[src/rtl/sitcp_seq_tracker.sv]
// Event-number continuity tracker.
//   fin_i       completed (non-aborted) event this cycle
//   evn_i       its EventNumber
//   other_err_i event carries a non-SEQ error (LastEventNumber is then kept)
//   seq_err_c   combinational SEQ verdict for the completing event
//   last_evn_o  EventNumber of the last accepted event
module sitcp_seq_tracker (
    input  logic        Clk,
    input  logic        Rst,
    input  logic        fin_i,
    input  logic [23:0] evn_i,
    input  logic        other_err_i,
    output logic        seq_err_c,
    output logic [23:0] last_evn_o
);
    logic        first_q, first_d;
    logic [23:0] last_q, last_d;

    // Increment wraps naturally in 24 bits, so FFFFFF -> 0 is continuous.
    always_comb begin
        first_d   = first_q;
        last_d    = last_q;
        seq_err_c = fin_i & ~first_q & (evn_i != last_q + 24'd1);
        if (fin_i) begin
            first_d = 1'b0;
            if (!other_err_i) last_d = evn_i;
        end
    end

    always_ff @(posedge Clk) begin
        if (Rst) begin
            first_q <= 1'b1;
            last_q  <= '0;
        end else begin
            first_q <= first_d;
            last_q  <= last_d;
        end
    end

    assign last_evn_o = last_q;
endmodule

[config.mk]
export PLATFORM = sky130hd
export DESIGN_NAME = sitcp_seq_tracker
export DESIGN_NICKNAME = d
export VERILOG_FILES = /design/src/rtl/sitcp_seq_tracker.sv
export SDC_FILE = /design/constraint.sdc
export NUM_CORES = 1
export LEC_CHECK = 0
export ABC_CLOCK_PERIOD_IN_PS = 4600
export CAP_MARGIN = 20
export CORE_UTILIZATION = 50
export CTS_CLUSTER_DIAMETER = 30
export CTS_CLUSTER_SIZE = 10
export DETAILED_ROUTE_END_ITERATION = 8
export GPL_ROUTABILITY_DRIVEN = 0
export PLACE_DENSITY_LB_ADDON = 0.15
export SETUP_SLACK_MARGIN = 0.05
export SYNTH_ARGS = -nofsm -noshare
export SYNTH_HDL_FRONTEND = slang
export SYNTH_SLANG_ARGS = --single-unit
[constraint.sdc]
create_clock -name Clk -period 4.6 [get_ports Clk]
set_input_delay 0.46 -clock Clk [delete_from_list [all_inputs] [get_ports Clk]]
set_output_delay 0.46 -clock Clk [all_outputs]
set_load 0.02 [all_outputs]
==> metrics <==
Core Area 3128 um2; worst r2r src last_evn_o[2]; Worst-Margin Slew 0.9935 ns; vias per cell 5.686; total wire length 4.330 mm; initial antenna violation count 0; pwr dens 210.3 nW/um2; drt first pass iters 4; Setup crit start last_evn_o[2]; CP Class flop to primary output; Die X-Extent between 60 and 70 um; slew margin rel. 0.3377; # port buffers 52; initial DRC count 123; CTS tree yes; Clock Skew 0 ns; fin. max-slew vios 0; final hold violations 0; DR DRC count 0; CTS buffer count 3; worst path required time 4.14 ns; register area share after synthesis 0.2967; Initial Util 0.5392; Worst VDD drop 0.1610 mV; Rows 20; CTS sink count 25; commonest non-fill, non-tap cell in the layout nand2_1; total nets after synthesis 260; clock-pin slew on the worst setup and hold paths about 0.14 ns; final worst slack slightly below 1 ns; Setup crit start kind flop; Hold Crit Class flop to flop; total track usage 0.2593; Syn Area/Cell 7.301 um2; Max Fclk 0.2749 GHz; final hold slack 0.4642 ns; HP Start first_q; synthesized flop and latch total 25; synth unique cells 36; CTS H-tree lvls 1; placed cells 318; # Max-Cap Violations 0; largest net degree at the start of global routing 26; vias in the first global route ~1600; nets@finish 308; status finished, final reports clean; setup TNS 0 ns; Antenna Nets Post-Route 0; wire length of the first global-routing pass 7.162 mm; Post-Syn Instances 231; grt ovf 0; Root Buffer clkbuf_4; Ys Warns 0; hold buffers post-CTS 0; ratio of final minimum period to clock period 0.7909; Synth area leaders dfxtp_1 30%, nand2_1 12%, xnor2_1 9.3%; Arrival @ worst endpoint 3.18 ns; Fill cells about 280; Die ar. approximately 3600 um2; CP endpoint kind primary output; synthesized cell area 1687 um2; top cell type by total area after synthesis dfxtp_1; WL/cell roughly 13 um; Critical Path Fanout Max 9; top cell type's share of synthesized area 0.2967; # diodes 0; I/O pin count 53; Synth-to-Final Area Change 33.83%; Post-CTS Setup Inserts 0; Clock Path Buffers 2; Clock Latency Late Sink approximately 0.31 ns; share of post-route cells with drive strength above 1 0.02878; RSZ-0062 raised after global routing false; final setup violating endpoints 0; Die Ht around 60 um; non-filler instance count after layout 322; Place WS 1.331 ns; Tmin final 3.638 ns; Final HPWL DP roughly 3.2 mm; most frequent cells in the layout 54 x nand2_1, 52 x clkdlybuf4s50_1, 30 x a21oi_1; detailed-route via count 1831; Leak 0.7638 nW; PostCTS Resize Cnt 0
-- registers in the layout (all words and copies together), names as in the netlist --
name / count
first_q: 1
last_evn_o: 24
-- through the flow --
step | utilization | total power [mW] | area [um2]
detailed placement | 0.7132 | 0.3768 | 2231
CTS | 0.7216 | 0.4761 | 2257
floorplan | - | 0.3146 | 1687
finish | 0.7216 | 0.4747 | 2257
global placement | 0.7132 | 0.3746 | 2231
global route | 0.7216 | 0.5031 | 2257
-- Yosys cell counts --
| cell | count |
|---|---|
| nand2_1 | 54 |
| a21oi_1 | 30 |
| dfxtp_1 | 25 |
| xnor2_1 | 18 |
| nand3_1 | 10 |
| nor2_1 | 10 |
| clkbuf_1 | 9 |
| xor2_1 | 9 |
| o21ai_0 | 6 |
| inv_1 | 5 |
| nand4_1 | 5 |
| nor4_1 | 5 |
| a31oi_1 | 4 |
| nand2b_1 | 4 |
| nor3_1 | 4 |
| and3_1 | 3 |
| and4_1 | 3 |
| o211ai_1 | 3 |
| a41oi_1 | 2 |
| mux2_2 | 2 |
| mux2i_1 | 2 |
| nand3b_1 | 2 |
| nor4bb_1 | 2 |
| or4_1 | 2 |
| a21o_1 | 1 |
| a22oi_1 | 1 |
| a311o_1 | 1 |
| a32o_1 | 1 |
| and2_1 | 1 |
| buf_2 | 1 |
| ha_1 | 1 |
| nand4_4 | 1 |
| nor2b_1 | 1 |
| nor3_4 | 1 |
| nor3b_1 | 1 |
| o22ai_1 | 1 |
-- power by group --
part	internal [mW]	leakage [nW]	switching, mW	total (mW)
combinational	0.0663	0.544	0.0623	0.129
clock	0.0339	0.0150	0.0680	0.102
sequential	0.227	0.205	0.0172	0.244
-- area by class of cell --
class,instances,area [um2],share of cell area
tap,44,55.05,0.02439
inverter,5,18.77,0.008315
timing repair buffer,53,528.0,0.2339
multi-input combinational,191,1129,0.5000
clock buffer,4,26.28,0.01164
sequential,25,500.5,0.2217
-- cell families after synthesis --
kind of cell / count (synthesis) / share of synthesized area
mux: 4 / 0.02522
simple gates: 109 / 0.3264
compound gates: 50 / 0.1699
fa+ha+maj: 1 / 0.007417
buf+inv: 15 / 0.03412
flops: 25 / 0.2967
xor+xnor: 27 / 0.1402
-- routing by layer --
| layer | routed length, um | share of wire | vias to the layer above | track usage |
|---|---|---|---|---|
| li1 | - | - | 905 | - |
| met3 | 246 | 0.057 | 4 | 0.03030 |
| met4 | 42 | 0.0097 | 0 | 0.06977 |
| met2 | 2062 | 0.48 | 71 | 0.4317 |
| met1 | 1978 | 0.46 | 851 | 0.3511 |
| met5 | 0 | 0 | - | 0 |
-- worst paths after layout --
check | end | slack [ns] | depth (start not counted)
max | seq_err_c | 0.96 | 7
min | first_q | 0.46 | 1
max reg2reg | last_evn_o[2] | 3.75 | 2
min reg2reg | first_q | 0.46 | 1
-- critical path, cell delays in order, from the launching register on --
cell and delay (ns):
dfxtp_1 0.54, nand4_4 0.23, nor3_4 0.38, a31oi_1 0.13
or4_1 0.53, nor4_1 0.36, a31oi_1 0.13, clkdlybuf4s50_1 0.56
(Power assumes the default switching activity.)
